**src/rtl/mem_ctrl_pkg.sv**
```systemverilog
// Shared encodings for the memory controller: FSM states and access size codes.
package mem_ctrl_pkg;

  typedef enum logic [1:0] {
    MEM_IDLE  = 2'd0,
    MEM_READ  = 2'd1,
    MEM_WRITE = 2'd2
  } state_t;

  localparam logic [2:0] SIZE_BYTE = 3'd1;
  localparam logic [2:0] SIZE_HALF = 3'd2;
  localparam logic [2:0] SIZE_WORD = 3'd4;

  // Anything that is not a byte or halfword access moves a full word.
  function automatic logic [2:0] size_bytes(input logic [2:0] size);
    case (size)
      SIZE_BYTE: return SIZE_BYTE;
      SIZE_HALF: return SIZE_HALF;
      default:   return SIZE_WORD;
    endcase
  endfunction

endpackage

```
**src/rtl/mem_ctrl.sv**
```systemverilog
// Arbitrates fetch and load/store masters onto a byte-wide RAM port, serialising
// little-endian multi-byte accesses and honouring misbranch rollback.
module mem_ctrl #(
  parameter int ADDR_W = 32,
  parameter int DATA_W = 32
) (
  input  logic              clk,
  input  logic              rst,
  input  logic              ena,
  input  logic              in_rollback,
  input  logic              in_if_ena,
  input  logic [ADDR_W-1:0] in_if_addr,
  output logic              out_if_ready,
  output logic [DATA_W-1:0] out_if_data,
  input  logic              in_ls_ena,
  input  logic              in_ls_iswrite,
  input  logic [ADDR_W-1:0] in_ls_addr,
  input  logic [2:0]        in_ls_size,
  input  logic [DATA_W-1:0] in_ls_write_data,
  output logic              out_ls_ready,
  output logic [DATA_W-1:0] out_ls_read_data,
  input  logic [7:0]        in_ram_din,
  output logic [7:0]        out_ram_dout,
  output logic [ADDR_W-1:0] out_ram_a,
  output logic              out_ram_wr
);
  import mem_ctrl_pkg::*;

  state_t            state;
  logic [2:0]        step;
  logic [2:0]        cur_n;
  logic              cur_ls;
  logic [ADDR_W-1:0] cur_addr;
  logic [DATA_W-1:0] cur_wdata;
  logic [DATA_W-1:0] asm_data;

  logic              if_pend;
  logic [ADDR_W-1:0] if_addr;
  logic              ls_pend;
  logic              ls_write;
  logic [ADDR_W-1:0] ls_addr;
  logic [2:0]        ls_n;
  logic [DATA_W-1:0] ls_wdata;

  logic              ls_cand, ls_c_write;
  logic [ADDR_W-1:0] ls_c_addr;
  logic [2:0]        ls_c_n;
  logic [DATA_W-1:0] ls_c_wdata;
  logic              if_cand;
  logic [ADDR_W-1:0] if_c_addr;
  logic              take_ls, take_if;
  logic [ADDR_W-1:0] step_addr;
  logic [2:0]        rd_idx;

  // Candidates merge the latch with a same-edge pulse; rollback filters reads out.
  always_comb begin
    ls_cand    = '0;
    ls_c_write = '0;
    ls_c_addr  = '0;
    ls_c_n     = SIZE_WORD;
    ls_c_wdata = '0;
    if (ls_pend && !(in_rollback && !ls_write)) begin
      ls_cand    = '1;
      ls_c_write = ls_write;
      ls_c_addr  = ls_addr;
      ls_c_n     = ls_n;
      ls_c_wdata = ls_wdata;
    end else if (in_ls_ena && !(in_rollback && !in_ls_iswrite)) begin
      ls_cand    = '1;
      ls_c_write = in_ls_iswrite;
      ls_c_addr  = in_ls_addr;
      ls_c_n     = size_bytes(in_ls_size);
      ls_c_wdata = in_ls_write_data;
    end
    if_cand   = (if_pend || in_if_ena) && !in_rollback;
    if_c_addr = if_pend ? if_addr : in_if_addr;
    take_ls   = (state == MEM_IDLE) && ls_cand;
    take_if   = (state == MEM_IDLE) && if_cand && !ls_cand;
    step_addr = cur_addr + ADDR_W'(step);
    rd_idx    = step - 3'd1;
  end

  always_ff @(posedge clk) begin
    if (rst) begin
      state            <= MEM_IDLE;
      step             <= '0;
      cur_n            <= '0;
      cur_ls           <= '0;
      cur_addr         <= '0;
      cur_wdata        <= '0;
      asm_data         <= '0;
      if_pend          <= '0;
      if_addr          <= '0;
      ls_pend          <= '0;
      ls_write         <= '0;
      ls_addr          <= '0;
      ls_n             <= '0;
      ls_wdata         <= '0;
      out_if_ready     <= '0;
      out_if_data      <= '0;
      out_ls_ready     <= '0;
      out_ls_read_data <= '0;
      out_ram_dout     <= '0;
      out_ram_a        <= '0;
      out_ram_wr       <= '0;
    end else begin
      out_if_ready <= '0;
      out_ls_ready <= '0;
      out_ram_wr   <= '0;
      if (ena) begin
        ls_pend <= ls_cand && !take_ls;
        if (ls_cand) begin
          ls_write <= ls_c_write;
          ls_addr  <= ls_c_addr;
          ls_n     <= ls_c_n;
          ls_wdata <= ls_c_wdata;
        end
        if_pend <= if_cand && !take_if;
        if (if_cand) if_addr <= if_c_addr;

        case (state)
          MEM_IDLE: begin
            step     <= '0;
            asm_data <= '0;
            if (take_ls) begin
              cur_ls    <= '1;
              cur_addr  <= ls_c_addr;
              cur_n     <= ls_c_n;
              cur_wdata <= ls_c_wdata;
              state     <= ls_c_write ? MEM_WRITE : MEM_READ;
            end else if (take_if) begin
              cur_ls   <= '0;
              cur_addr <= if_c_addr;
              cur_n    <= SIZE_WORD;
              state    <= MEM_READ;
            end
          end
          // step k drives address k, captures the byte addressed at step k-1,
          // and step n+1 hands the assembled word to the owning master.
          MEM_READ: begin
            if (in_rollback) begin
              state <= MEM_IDLE;
              step  <= '0;
            end else begin
              if (step < cur_n) out_ram_a <= step_addr;
              if (step != 3'd0 && step <= cur_n)
                asm_data[int'(rd_idx)*8 +: 8] <= in_ram_din;
              if (step == cur_n + 3'd1) begin
                if (cur_ls) begin
                  out_ls_ready     <= '1;
                  out_ls_read_data <= asm_data;
                end else begin
                  out_if_ready <= '1;
                  out_if_data  <= asm_data;
                end
                state <= MEM_IDLE;
                step  <= '0;
              end else begin
                step <= step + 3'd1;
              end
            end
          end
          MEM_WRITE: begin
            if (step < cur_n) begin
              out_ram_wr   <= '1;
              out_ram_a    <= step_addr;
              out_ram_dout <= cur_wdata[int'(step)*8 +: 8];
              step         <= step + 3'd1;
            end else begin
              out_ls_ready <= '1;
              state        <= MEM_IDLE;
              step         <= '0;
            end
          end
          default: state <= MEM_IDLE;
        endcase
      end
    end
  end

endmodule

```
**config.mk**
```make
export PLATFORM = sky130hd
export DESIGN_NAME = mem_ctrl
export DESIGN_NICKNAME = d
export VERILOG_FILES = /design/src/rtl/mem_ctrl_pkg.sv /design/src/rtl/mem_ctrl.sv
export SDC_FILE = /design/constraint.sdc
export NUM_CORES = 1
export LEC_CHECK = 0
export CAP_MARGIN = 20
export CORE_MARGIN = 5
export CORE_UTILIZATION = 44
export CTS_CLUSTER_DIAMETER = 120
export DETAILED_ROUTE_END_ITERATION = 10
export PLACE_DENSITY_LB_ADDON = 0.08
export SYNTH_ARGS = -nofsm -noshare
export SYNTH_HDL_FRONTEND = slang
export SYNTH_SLANG_ARGS = --single-unit
```
**constraint.sdc**
```tcl
create_clock -name clk -period 7.85 [get_ports clk]
set_input_delay 2.355 -clock clk [delete_from_list [all_inputs] [get_ports clk]]
set_output_delay 2.355 -clock clk [all_outputs]
set_load 0.02 [all_outputs]
```
==> results of run 1 <==
-- cell usage in the layout, fill, tap and decap left out, types with 4 or more instances in the layout --
| cell type | instances |
|---|---|
| sky130_fd_sc_hd__and4_1 | 5 |
| sky130_fd_sc_hd__nand4_1 | 9 |
| sky130_fd_sc_hd__nor3_2 | 10 |
| sky130_fd_sc_hd__a22oi_1 | 69 |
| sky130_fd_sc_hd__nor3_1 | 9 |
| sky130_fd_sc_hd__clkdlybuf4s50_1 | 219 |
| sky130_fd_sc_hd__mux2i_1 | 47 |
| sky130_fd_sc_hd__buf_4 | 22 |
| sky130_fd_sc_hd__a211oi_1 | 116 |
| sky130_fd_sc_hd__clkinv_2 | 7 |
| sky130_fd_sc_hd__nor3b_1 | 9 |
| sky130_fd_sc_hd__a22o_1 | 51 |
| sky130_fd_sc_hd__a211oi_2 | 8 |
| sky130_fd_sc_hd__ha_1 | 18 |
| sky130_fd_sc_hd__clkbuf_16 | 37 |
| sky130_fd_sc_hd__mux4_2 | 8 |
| sky130_fd_sc_hd__clkbuf_1 | 9 |
| sky130_fd_sc_hd__a21oi_1 | 114 |
| sky130_fd_sc_hd__nor2_2 | 6 |
| sky130_fd_sc_hd__dfxtp_1 | 313 |
| sky130_fd_sc_hd__inv_1 | 19 |
| sky130_fd_sc_hd__nor2_1 | 164 |
| sky130_fd_sc_hd__clkbuf_8 | 5 |
| sky130_fd_sc_hd__or3_1 | 4 |
| sky130_fd_sc_hd__nand3_1 | 13 |
| sky130_fd_sc_hd__nand2b_1 | 5 |
| sky130_fd_sc_hd__o21ai_0 | 9 |
| sky130_fd_sc_hd__o22ai_1 | 32 |
| sky130_fd_sc_hd__nor2b_1 | 6 |
| sky130_fd_sc_hd__nand2_1 | 242 |
| sky130_fd_sc_hd__xor2_1 | 4 |
| sky130_fd_sc_hd__xnor2_1 | 28 |
-- power by group --
| part | internal (W) | total, W | leakage, nW | switching, W |
|---|---|---|---|---|
| clock network | 0.000936 | 0.00158 | 0.550 | 0.000645 |
| logic | 0.000171 | 0.000392 | 2.56 | 0.000220 |
| registers | 0.00166 | 0.00171 | 2.55 | 0.0000469 |
| total | 0.00277 | 0.00368 | 5.66 | 0.000912 |
-- area by class of cell --
type	instances	area, sq um
inverters	20	75.1
diodes	1	2.50
fillers	2701	12900
flip-flops and latches	314	6290
repair buffers	245	2420
well taps	390	488
clock buffers	50	1010
multi-input cells	1031	6420
clock inverters	11	91.3
-- worst max path at each step --
stage	startpoint	endpoint	slack, ps	cells past startpoint
floorplan	in_rollback	cur_addr[10]$_SDFFE_PP0P_	4150	7
global placement	in_rollback	asm_data[28]$_SDFFE_PP0P_	2530	5
detailed placement	ena	if_addr[11]$_SDFFE_PP0P_	2700	6
CTS	ena	if_addr[6]$_SDFFE_PP0P_	3180	6
global route	ena	if_addr[15]$_SDFFE_PP0P_	2940	6
finish	ena	if_addr[6]$_SDFFE_PP0P_	3140	6
-- registers in the layout, summed over array words and instances, names as in the netlist --
signal / cells
step: 3
cur_n: 3
out_ls_ready: 1
state: 2
ls_addr: 32
if_pend: 1
ls_wdata: 32
out_ram_a: 32
out_if_data: 32
ls_pend: 1
cur_wdata: 32
asm_data: 32
out_ls_read_data: 32
cur_ls: 1
ls_n: 3
out_ram_dout: 8
ls_write: 1
out_ram_wr: 1
out_if_ready: 1
if_addr: 32
cur_addr: 32
-- Yosys cell counts (25+ instances only) --
| cell | count | share of area [%] |
|---|---|---|
| sky130_fd_sc_hd__a211oi_1 | 116 | 6.6 |
| sky130_fd_sc_hd__a21oi_1 | 114 | 4.3 |
| sky130_fd_sc_hd__a22o_1 | 51 | 3.4 |
| sky130_fd_sc_hd__a22oi_1 | 69 | 3.9 |
| sky130_fd_sc_hd__buf_2 | 25 | 0.94 |
| sky130_fd_sc_hd__clkbuf_1 | 80 | 2.3 |
| sky130_fd_sc_hd__dfxtp_1 | 314 | 47 |
| sky130_fd_sc_hd__mux2i_1 | 47 | 3.5 |
| sky130_fd_sc_hd__nand2_1 | 242 | 6.8 |
| sky130_fd_sc_hd__nor2_1 | 169 | 4.8 |
| sky130_fd_sc_hd__o22ai_1 | 32 | 1.5 |
| sky130_fd_sc_hd__xnor2_1 | 28 | 1.8 |
-- critical path, stage by stage --
cell	delay, ps
sky130_fd_sc_hd__clkdlybuf4s50_1	810
sky130_fd_sc_hd__inv_1	310
sky130_fd_sc_hd__nor3_4	700
sky130_fd_sc_hd__buf_4	520
sky130_fd_sc_hd__nor2_1	90
sky130_fd_sc_hd__a211oi_1	280
-- cell families (layout without fill, tap and decap cells) --
logic type | count (synthesis) | after routing | share of synthesized area [%]
flip-flops | 314 | 314 | 47.4
buffers and inverters | 140 | 326 | 4.62
XOR/XNOR | 33 | 33 | 2.29
other | 0 | 1 | 0
AND/OR/NAND/NOR | 504 | 504 | 16.9
AO/OA/AOI/OAI | 420 | 420 | 22.1
adder cells (fa/ha/maj) | 19 | 19 | 1.85
multiplexers | 55 | 55 | 4.90
-- metrics by stage --
step           cells  hold WS [ps]  utilization [%]
5_1_grt         2062           469             56.5
2_1_floorplan   1485           436                -
4_1_cts         2060           454             56.5
3_5_place_dp    1999           446             52.7
3_3_place_gp    1997           441             52.6
6_report        2062           452             56.5
-- routing by layer --
| metal | up-vias | track usage, % |
|---|---|---|
| met5 | - | 0 |
| met4 | 0 | 5.66 |
| met3 | 46 | 3.76 |
| met2 | 362 | 32.1 |
| met1 | 5243 | 30.3 |
| li1 | 5650 | - |
==> reports/metrics.cfg, run 1 <==
[grt]
grt.total_usage_pct=20.9
grt_pass1_wl_mm=58.3
grt_start_max_net_pins=93
first_global_vias=10871
grt_antenna_before_repair=1
grt_overflow_total=0

[cts]
clockRootBuffer=sky130_fd_sc_hd__clkbuf_16
clock-sinks=314
depth_of_the_cts_h_tree=2
clk_latency_ps=510
clockBufferDepth=3
cts_setup_buffers=0
total_cts_buffers=36
ctsHoldBuffers=0
tritoncts=built
clk_pin_slew_worst_paths_ps=60
cts-resized-gates=0

[worst_hold_path]
hold_depth=2
hold_path.startpoint=out_if_data[14]$_SDFFE_PP0P_
hp-class=reg -> reg
holdPathEnd=out_if_data[14]$_SDFFE_PP0P_

[routing]
wl_met3_mm=2.38
met2RoutedLength_mm=16.2
routed_wl_mm=36.6
met1_length_mm=17.2
top_layer_used=met4
number_of_detailed_route_iterations_in_the_first_pass=5
remaining_drc_errors=0
routed-via-count=11301
antenna_left=0
wl_per_cell_um=17.7
first_iter_violations=868
viasPerCell=5.48

[pwr]
total_power_per_unit_cell_area_nw_per_um2=219
static-leakage-power_nw=5.66
peakVddDrop_mv=0.124
totalPowerFinal_w=0.00368

[synthesis]
share_of_flip_flops_with_an_asynchronous_set_or_reset_after_synthesis_pct=0
synth_cell_types=60
post_synth_net_total=1618
post_synth_edffs=0
syn-cell-area_sq_um=13300
synthFlopType=sky130_fd_sc_hd__dfxtp_1
yosys_warnings=0
synth.avg_cell_area_sq_um=8.94
count_of_mapped_cells_out_of_synthesis=1485
synth-seq-cells=314
synth-seq-area-share_pct=47.4

[place]
count_of_buffers_from_port_buffering=220
place_area_sq_um=15700
finalWeightedCongestion=0.816
dp_hpwl_mm=24.5
pre_cts_ws_ps=2700

[finish]
area_growth_syn_to_layout_pct=26.6
nets=1781
fin_area_sq_um=16800
fraction_of_layout_cells_with_a_size_suffix_above_1_pct=7.54

[worst_setup_path]
worst_setup_path_end_kind=flop
cp_max_fo=44
cp_data_required_time_ps=8250
regToRegStartpoint=step[1]$_SDFFE_PP0P_
timing.critical_path.from_type=input port
setup.reg_to_reg.worst_slack_ps=4450
worst-r2r-cell-count=7
timing.critical_path.arrival_ps=5110
timing.rr.end=out_ram_a[3]$_SDFFE_PP0P_
timing.setup.critical_path_class=in -> reg

[flow_run]
max-cap-violations=0

[sta]
timing.final.hold_violations=0
grt_setup_unrepaired=no
slew-limit-headroom_pct=33.3
worst_slew_pin_slew_ps=1000
period_share_pct=59.9
count_of_endpoints_failing_setup_in_the_final_report=0
period_needed_ps=4710
timing.final.max_slew_violations=0
max_freq_ghz=0.212
clock_skew_ps=11.2
tns_ps=0
final_critical_path_setup_slack_ps=3140

[floorplanning]
floorplan.initialDensity_pct=44.7
die_height_um=184
placeableCoreArea_sq_um=29700
ioPinCount=221
rows=63
dieArea_sq_um=33700
die_x_um=184

[run_status]
outcome=completed

Note: power is estimated with default switching activity, not from simulation.
==> run 2: changes to the inputs <==
==> constraint.sdc (replaced) <==
create_clock -name clk -period 3.88 [get_ports clk]
set_input_delay 1.164 -clock clk [delete_from_list [all_inputs] [get_ports clk]]
set_output_delay 1.164 -clock clk [all_outputs]
set_load 0.02 [all_outputs]
==> reports/metrics.cfg, run 2 (synthesis gave the netlist of run 1 again) <==
[run_status]
outcome=completed

[worst_setup_path]
timing.setup.critical_path_class=in -> reg
destination_of_the_critical_timing_path=asm_data[18]$_SDFFE_PP0P_
worst_setup_path_end_kind=flop
cp_max_fo=11  ; -75%
timing.critical_path.from_type=input port
cp_data_required_time_ps=4320  ; -3930 ps
timing.rr.end=asm_data[6]$_SDFFE_PP0P_
worst-r2r-cell-count=10  ; +3
setup.reg_to_reg.worst_slack_ps=1050  ; -3400 ps
regToRegStartpoint=step[0]$_SDFFE_PP0P_
critPathLaunch=ena
timing.critical_path.arrival_ps=3390  ; -1720 ps

[sta]
tns_ps=0  ; unchanged
slew-limit-headroom_pct=49.8  ; +17 points
period_share_pct=76.1
worst_slew_pin_slew_ps=746  ; -255 ps
grt_setup_unrepaired=no
timing.final.hold_violations=0  ; unchanged
period_needed_ps=2950
timing.final.max_slew_violations=0  ; unchanged
count_of_endpoints_failing_setup_in_the_final_report=0  ; unchanged
clock_skew_ps=12.2  ; +1.01 ps
max_freq_ghz=0.338
final_critical_path_setup_slack_ps=925  ; -2220 ps

[pwr]
static-leakage-power_nw=5.76  ; +1.7%
peakVddDrop_mv=0.258  ; +110%
total_power_per_unit_cell_area_nw_per_um2=451  ; +110%

[worst_hold_path]
hp-class=reg -> reg

[routing]
routed_wl_mm=36.7  ; +0.42%
wl_per_cell_um=17.7  ; about the same
routed-via-count=11332  ; +0.27%
antenna_left=0  ; unchanged
viasPerCell=5.47  ; -0.21%
number_of_detailed_route_iterations_in_the_first_pass=6  ; +1
remaining_drc_errors=0  ; unchanged
first_iter_violations=676  ; -22%

[cts]
clockRootBuffer=sky130_fd_sc_hd__clkbuf_16
clk_latency_ps=510  ; about the same
total_cts_buffers=37  ; +2.8%
clockBufferDepth=3  ; unchanged
tritoncts=built
ctsHoldBuffers=0  ; unchanged
cts-resized-gates=0  ; unchanged
depth_of_the_cts_h_tree=2  ; unchanged
clock-sinks=314  ; unchanged
clk_pin_slew_worst_paths_ps=50  ; about the same
cts_setup_buffers=0  ; unchanged

[place]
dp_hpwl_mm=24.3  ; -0.78%
pre_cts_ws_ps=416  ; -2280 ps
finalWeightedCongestion=0.794  ; -2.6%
place_area_sq_um=15800  ; +0.69%
count_of_buffers_from_port_buffering=220  ; unchanged

[finish]
nets=1791  ; +0.56%
layout.cells.most_common=sky130_fd_sc_hd__dfxtp_1
layout.cells.most_common_list=313 x sky130_fd_sc_hd__dfxtp_1, 242 x sky130_fd_sc_hd__nand2_1, 219 x sky130_fd_sc_hd__clkdlybuf4s50_1
area_growth_syn_to_layout_pct=28.0
insertedDiodeCount=0  ; -1
fin_area_sq_um=17000  ; +1.1%
fraction_of_layout_cells_with_a_size_suffix_above_1_pct=8.15  ; +0.60 points

[floorplanning]
die_x_um=184  ; unchanged
rows=63  ; unchanged
ioPinCount=221  ; unchanged
die_height_um=184  ; unchanged
placeableCoreArea_sq_um=29700  ; unchanged
dieArea_sq_um=33700  ; unchanged
floorplan.initialDensity_pct=44.7  ; unchanged

[flow_run]
max-cap-violations=0  ; unchanged

[grt]
grt.total_usage_pct=21.1  ; +0.22 points
grt_antenna_before_repair=0  ; -1
grt_start_max_net_pins=133  ; +43%
grt_overflow_total=0  ; unchanged
first_global_vias=10856  ; -0.14%
grt_pass1_wl_mm=58.6  ; +0.51%

## run 2: worst min path at each step
stage / start / to / cells after the start
detailed placement: ls_addr[23]$_SDFFE_PP0P_ / ls_addr[23]$_SDFFE_PP0P_ / 2
global placement: ls_addr[4]$_SDFFE_PP0P_ / ls_addr[4]$_SDFFE_PP0P_ / 2
finish: out_if_data[25]$_SDFFE_PP0P_ / out_if_data[25]$_SDFFE_PP0P_ / 2
floorplan: ls_n[2]$_SDFFE_PP0P_ / ls_n[2]$_SDFFE_PP0P_ / 2
global route: ls_addr[19]$_SDFFE_PP0P_ / ls_addr[19]$_SDFFE_PP0P_ / 2
CTS: ls_addr[23]$_SDFFE_PP0P_ / ls_addr[23]$_SDFFE_PP0P_ / 2
## run 2: area by class of cell
type                            count  area, sq um
Fill cell                        2715        12700
Clock buffer                       56         1120
Timing Repair Buffer              254         2510
Sequential cell                   314         6290
Clock inverter                      7         91.3
Tap cell                          390          488
Multi-Input combinational cell   1031         6420
Inverter                           20         75.1
## run 2: metal layers
metal / global-route usage [%] / wire length, um / vias to the layer above
met4: 4.77 / 567 / 0
li1: - / - / 5659
met5: 0 / 0 / -
met2: 32.9 / 16400 / 275
met1: 30.5 / 17800 / 5355
met3: 3.98 / 1980 / 43
## run 2: stage by stage
stage / hold WS [ps] / cells / total power [W] / utilization [%]
3_3_place_gp: 441 / 2009 / 0.00430 / 53.1
5_1_grt: 466 / 2072 / 0.00798 / 57.2
3_5_place_dp: 447 / 2009 / 0.00432 / 53.1
4_1_cts: 455 / 2072 / 0.00775 / 57.2
6_report: 451 / 2072 / 0.00766 / 57.2
2_1_floorplan: 436 / 1485 / 0.00400 / -
## run 2: critical path, cell delays in order
cell and delay (ps):
sky130_fd_sc_hd__clkdlybuf4s50_1 610, sky130_fd_sc_hd__inv_1 250, sky130_fd_sc_hd__or3_1 440, sky130_fd_sc_hd__o31ai_1 80
sky130_fd_sc_hd__buf_4 210, sky130_fd_sc_hd__a21boi_0 210, sky130_fd_sc_hd__buf_4 220, sky130_fd_sc_hd__mux2i_1 200
## run 2: power breakdown
part | internal (W) | total [W] | switching, W
Clock | 0.00212 | 0.00341 | 0.00129
Combinational | 0.000355 | 0.000796 | 0.000442
Sequential | 0.00336 | 0.00345 | 0.0000956
Total | 0.00583 | 0.00766 | 0.00183
